`src/rtl/keypad_emulator.sv`:
```
// Matrix keypad emulator: presses one hex key on a 4x4 row/column matrix.
// A press goes through a bouncing make, a solid hold, a bouncing break and
// a quiet gap. Column lines follow the scanner's row drive combinationally,
// the way a passive switch would.
//
// Handshake: a request transfers on a rising edge where key_valid and
// key_ready are both high. key_ready is high only while idle. key_valid is
// ignored at every other time and nothing is queued. key_code is sampled
// only on the transfer edge.
module keypad_emulator #(
    parameter int HOLD_CYCLES    = 50000,
    parameter int BOUNCE_CYCLES  = 2000,
    parameter int BOUNCE_TOGGLE  = 250,
    parameter int RELEASE_CYCLES = 20000
) (
    input  logic       clk,
    input  logic       reset,
    input  logic [3:0] key_code,
    input  logic       key_valid,
    output logic       key_ready,
    input  logic [3:0] row,
    output logic [3:0] col,
    output logic       busy,
    output logic       press_done,
    output logic [2:0] state_dbg
);

    localparam int MAX_HB = (HOLD_CYCLES > BOUNCE_CYCLES) ? HOLD_CYCLES : BOUNCE_CYCLES;
    localparam int MAX_P  = (MAX_HB > RELEASE_CYCLES) ? MAX_HB : RELEASE_CYCLES;
    localparam int CW     = $clog2(MAX_P) + 1;
    localparam int TW     = $clog2(BOUNCE_TOGGLE) + 1;

    // Last count value of each phase. With no bounce phases the bounce value
    // is never compared, so it is simply parked at zero.
    localparam logic [CW-1:0] B_LAST = (BOUNCE_CYCLES > 0) ? CW'(BOUNCE_CYCLES - 1) : '0;
    localparam logic [CW-1:0] H_LAST = CW'(HOLD_CYCLES - 1);
    localparam logic [CW-1:0] R_LAST = CW'(RELEASE_CYCLES - 1);
    localparam logic [TW-1:0] T_LAST = TW'(BOUNCE_TOGGLE - 1);

    typedef enum logic [2:0] {
        S_IDLE       = 3'd0,
        S_BOUNCE_IN  = 3'd1,
        S_HOLD       = 3'd2,
        S_BOUNCE_OUT = 3'd3,
        S_GAP        = 3'd4
    } state_t;

    state_t          state_q, state_d;
    logic [CW-1:0]   cnt_q, cnt_d;
    logic [TW-1:0]   tog_q, tog_d;
    logic            contact_q, contact_d;
    logic [1:0]      r_q, r_d;
    logic [1:0]      c_q, c_d;
    logic            press_done_q, press_done_d;

    // Map a hex key to its {row, column} position on the matrix.
    function automatic logic [3:0] key_pos(input logic [3:0] code);
        logic [3:0] pos;
        case (code)
            4'h1: pos = 4'b00_00;
            4'h2: pos = 4'b00_01;
            4'h3: pos = 4'b00_10;
            4'hA: pos = 4'b00_11;
            4'h4: pos = 4'b01_00;
            4'h5: pos = 4'b01_01;
            4'h6: pos = 4'b01_10;
            4'hB: pos = 4'b01_11;
            4'h7: pos = 4'b10_00;
            4'h8: pos = 4'b10_01;
            4'h9: pos = 4'b10_10;
            4'hC: pos = 4'b10_11;
            4'hE: pos = 4'b11_00;
            4'h0: pos = 4'b11_01;
            4'hF: pos = 4'b11_10;
            default: pos = 4'b11_11; // 4'hD
        endcase
        return pos;
    endfunction

    // State, counters, contact and latched key position.
    always_ff @(posedge clk or negedge reset) begin
        if (!reset) begin
            state_q      <= S_IDLE;
            cnt_q        <= '0;
            tog_q        <= '0;
            contact_q    <= 1'b0;
            r_q          <= 2'd0;
            c_q          <= 2'd0;
            press_done_q <= 1'b0;
        end else begin
            state_q      <= state_d;
            cnt_q        <= cnt_d;
            tog_q        <= tog_d;
            contact_q    <= contact_d;
            r_q          <= r_d;
            c_q          <= c_d;
            press_done_q <= press_done_d;
        end
    end

    // Phase sequencing, shared phase counter and bouncing contact model.
    always_comb begin
        state_d      = state_q;
        cnt_d        = cnt_q + CW'(1);
        tog_d        = tog_q;
        contact_d    = contact_q;
        r_d          = r_q;
        c_d          = c_q;
        press_done_d = 1'b0;

        case (state_q)
            S_IDLE: begin
                cnt_d     = '0;
                contact_d = 1'b0;
                if (key_valid) begin
                    {r_d, c_d} = key_pos(key_code);
                    state_d    = (BOUNCE_CYCLES == 0) ? S_HOLD : S_BOUNCE_IN;
                end
            end
            S_BOUNCE_IN:  if (cnt_q == B_LAST) state_d = S_HOLD;
            S_HOLD:       if (cnt_q == H_LAST) state_d = (BOUNCE_CYCLES == 0) ? S_GAP : S_BOUNCE_OUT;
            S_BOUNCE_OUT: if (cnt_q == B_LAST) state_d = S_GAP;
            S_GAP: begin
                if (cnt_q == R_LAST) begin
                    state_d      = S_IDLE;
                    press_done_d = 1'b1;
                end
            end
            default: state_d = S_IDLE;
        endcase

        // Every state entry restarts the phase and sets the contact level
        // the new phase opens with; inside a bounce phase the contact flips
        // every BOUNCE_TOGGLE cycles.
        if (state_d != state_q) begin
            cnt_d = '0;
            tog_d = '0;
            case (state_d)
                S_BOUNCE_IN: contact_d = 1'b1;
                S_HOLD:      contact_d = 1'b1;
                default:     contact_d = 1'b0;
            endcase
        end else if (state_q == S_BOUNCE_IN || state_q == S_BOUNCE_OUT) begin
            if (tog_q == T_LAST) begin
                tog_d     = '0;
                contact_d = ~contact_q;
            end else begin
                tog_d = tog_q + TW'(1);
            end
        end
    end

    // Passive switch: only the latched row can pull the latched column low.
    always_comb begin
        col = 4'hF;
        if (contact_q && !row[r_q]) col[c_q] = 1'b0;
    end

    assign key_ready  = (state_q == S_IDLE);
    assign busy       = (state_q != S_IDLE);
    assign press_done = press_done_q;
    assign state_dbg  = state_q;

endmodule

```
`config.mk`:
```
export PLATFORM = sky130hd
export DESIGN_NAME = keypad_emulator
export DESIGN_NICKNAME = d
export VERILOG_FILES = /design/src/rtl/keypad_emulator.sv
export SDC_FILE = /design/constraint.sdc
export NUM_CORES = 1
export LEC_CHECK = 0
export CAP_MARGIN = 20
export CORE_ASPECT_RATIO = 1.25
export CORE_MARGIN = 3
export CORE_UTILIZATION = 35
export DETAILED_ROUTE_END_ITERATION = 16
export HOLD_SLACK_MARGIN = 0.03
export PLACE_DENSITY = 0.64
export SETUP_SLACK_MARGIN = 0.15
export SLEW_MARGIN = 20
export SYNTH_ARGS = -nofsm -noshare
export SYNTH_HDL_FRONTEND = slang
export SYNTH_SLANG_ARGS = --single-unit
```
`constraint.sdc`:
```
create_clock -name clk -period 4 [get_ports clk]
set_input_delay 0.4 -clock clk [delete_from_list [all_inputs] [get_ports clk]]
set_output_delay 0.4 -clock clk [all_outputs]
set_load 0.01 [all_outputs]
```
==> metrics.txt <==
buffers added on ports=20; design area=2315 µm²; worst slack at placement=1356 ps; deepest clock path buffer count=2; combinational power share=4.0%; dpl cell area=2197 µm²; Post-CTS Setup Inserts=0; run status=complete, no violations; Skew-Pair Late Insertion Delay=290 ps; RSZ-0062 raised after global routing=false; Sw Ratio=20.27%; clock sink count=35; CP Launch Type=input port; Die W=72.86 µm; Num CTS Buffers=5; fmax=376.7 MHz; core area=5225 µm²; Slew Viols, Final=0; cells resized by post-CTS repair=0; routability cong.=0.7466; DR vias=1,530; max incr delay on CP=480 ps; reg-to-reg slack, setup=1510 ps; total power=713.6 µW; Final nets=250; Top FF cell, synth=dfrtp_1; worst path cell trace=clkdlybuf4s50_1, mux4_2, nand2b_1, or3_1, clkdlybuf4s50_1; P&R area growth vs syn=18.36%; site row count=29; 1st-iter DRT viols=71; DRT antenna net count=0; unique cell type count in the Yosys netlist=44; reg2reg path depth=5; Yosys top cell area share=44.79%; Final Setup Violations=0; top post-synthesis cells by area=dfrtp_1 45%, nor2_1 8.3%, xnor2_1 5.4%; CP arrival=2250 ps; dpl hpwl=2.771 mm; P_sw=144.6 µW; Yosys Warn Count=0; 1st-pass router iterations=4; Mapped Nets=229; register area share after synthesis=44.79%; part of the power in registers=49.6%; CP Capture Type=output pin; area leader, netlist=dfrtp_1; initial antenna violation count=0; GR Overflow Total=0; Clk network pwr share=46.4%; P_int=569.0 µW; diode count=0; Starting Density=37.43%; Final Core Density=44.30%; Die ar.=6526 µm²; Root Driver=clkbuf_8; Final Skew=7.905 ps; routed wire length=3.778 mm; I/O pins=21; min Tclk post-route=2655 ps; LEAKAGE=0.9683 nW; Synth async-reset ratio=100.0%; fillers=535; hold path depth=1; critical path required time=3600 ps; slowest library cell on the worst path=clkdlybuf4s50_1; peak supply drop=0.1265 mV; max-cap check violation count=0; vias in the first global route=1,463; Via density=5.117; worst-margin pin slew=593.8 ps; most frequent CP cell=clkdlybuf4s50_1; Worst Setup Path Type=in2out; Worst Path Max Fanout=4; post-DR wirelength/cell=12.64 µm; first-pass GRT wire length=6.548 mm; Hold Violations, Final=0; post-cts hold buffer count=0; Relative slew margins=60.33%; largest net degree at the start of global routing=36; Setup TNS=0 ps; Final WS setup=1345 ps; most common cell after layout, fill and taps aside=nor2_1; synthesized area per cell=9.096 µm²; area of the mapped netlist=1956 µm²; All-Layer GR Usage=12.83%; clk slew on worst S/H paths=70 ps; height of the die=89.58 µm; CTS tree=built; Hold/Removal Path Class=reg2reg; post-route clock period utilization=66.37%; commonest cells after routing, fill and taps aside=43 x nor2_1, 35 x dfrtp_1, 22 x nand2_1; Syn Inst Count=215; Residual DRC=0; layout cells sized above 1=9.705%; EDFF count, synth=0; H-tree depth reported by CTS=2; flops & latches, synth=35; P per Cell Area=308.3 nW/µm²
[sequential cells by signal, summed over array words and instances, names as in the netlist]
register	flops
press_done	1
contact_q	1
state_dbg	3
c_q	2
tog_q	9
r_q	2
cnt_q	17
[cell families after synthesis]
kind of cell / after synthesis / synth area share, %
adder cells (fa/ha/maj): 3 / 1.920
AND/OR/NAND/NOR: 115 / 30.33
buffers and inverters: 12 / 3.198
AO/OA/AOI/OAI: 25 / 7.870
multiplexers: 1 / 1.152
XOR/XNOR: 24 / 10.75
flip-flops: 35 / 44.79
[cells in the mapped netlist (all sizes together) (2+ instances only)]
| cell type | n |
|---|---|
| nor2 | 43 |
| dfrtp | 35 |
| nand2 | 24 |
| nand4 | 12 |
| xnor2 | 12 |
| xor2 | 12 |
| o21ai | 10 |
| nand3 | 9 |
| a21oi | 6 |
| buf | 6 |
| inv | 5 |
| and3 | 4 |
| and4 | 3 |
| ha | 3 |
| nor2b | 3 |
| nor3 | 3 |
| or2 | 3 |
| nand3b | 2 |
| or3 | 2 |
| or4 | 2 |
[worst paths after layout]
check | startpoint | to
setup / recovery | row[3] | col[0]
hold / removal | cnt_q[0] | cnt_q[0]
setup reg to reg | state_dbg[0] | tog_q[1]
hold reg to reg | cnt_q[0] | cnt_q[0]
max in group asynchronous | reset | r_q[0]
min in group asynchronous | reset | cnt_q[16]
[worst max-delay path, delay by kind of cell]
family | cells | cell delay (ps)
buf+inv | 2 | 880
mux | 1 | 460
simple gates | 2 | 520
[through the flow]
| stage | hold slack, ps | cells |
|---|---|---|
| 3_3_place_gp | 446.4 | 291 |
| 6_report | 465.3 | 299 |
| 3_5_place_dp | 463.7 | 291 |
| 5_1_grt | 491.8 | 299 |
| 4_1_cts | 475.9 | 299 |
| 2_1_floorplan | 104.4 | 215 |
[final cells by class]
| class | count | area, µm² | share of cell area, % |
|---|---|---|---|
| timing repair buffer | 21 | 207.7 | 8.973 |
| inverter | 5 | 18.77 | 0.8108 |
| clock buffer | 6 | 82.58 | 3.568 |
| multi-input combinational | 168 | 1017 | 43.95 |
| tap | 62 | 77.57 | 3.351 |
| clock inverter | 2 | 35.03 | 1.514 |
| sequential | 35 | 875.8 | 37.84 |
[per-layer routing]
| metal | GRT usage, % | wire length (µm) | part of all wire (%) |
|---|---|---|---|
| met2 | 22.41 | 1859 | 49 |
| met5 | 0 | 0 | 0 |
| met4 | 5.537 | 69 | 1.8 |
| met3 | 3.007 | 149 | 3.9 |
| met1 | 15.01 | 1700 | 45 |
[power by group through the flow]
stage / sequential [mW] / clock, mW / combinational, mW
floorplan: 0.361 / 0 / 0.00883
detailed placement: 0.361 / 0 / 0.0292
finish: 0.354 / 0.331 / 0.0286
global route: 0.353 / 0.358 / 0.0329
global placement: 0.361 / 0 / 0.0288
CTS: 0.354 / 0.343 / 0.0295
(Power assumes the default switching activity.)
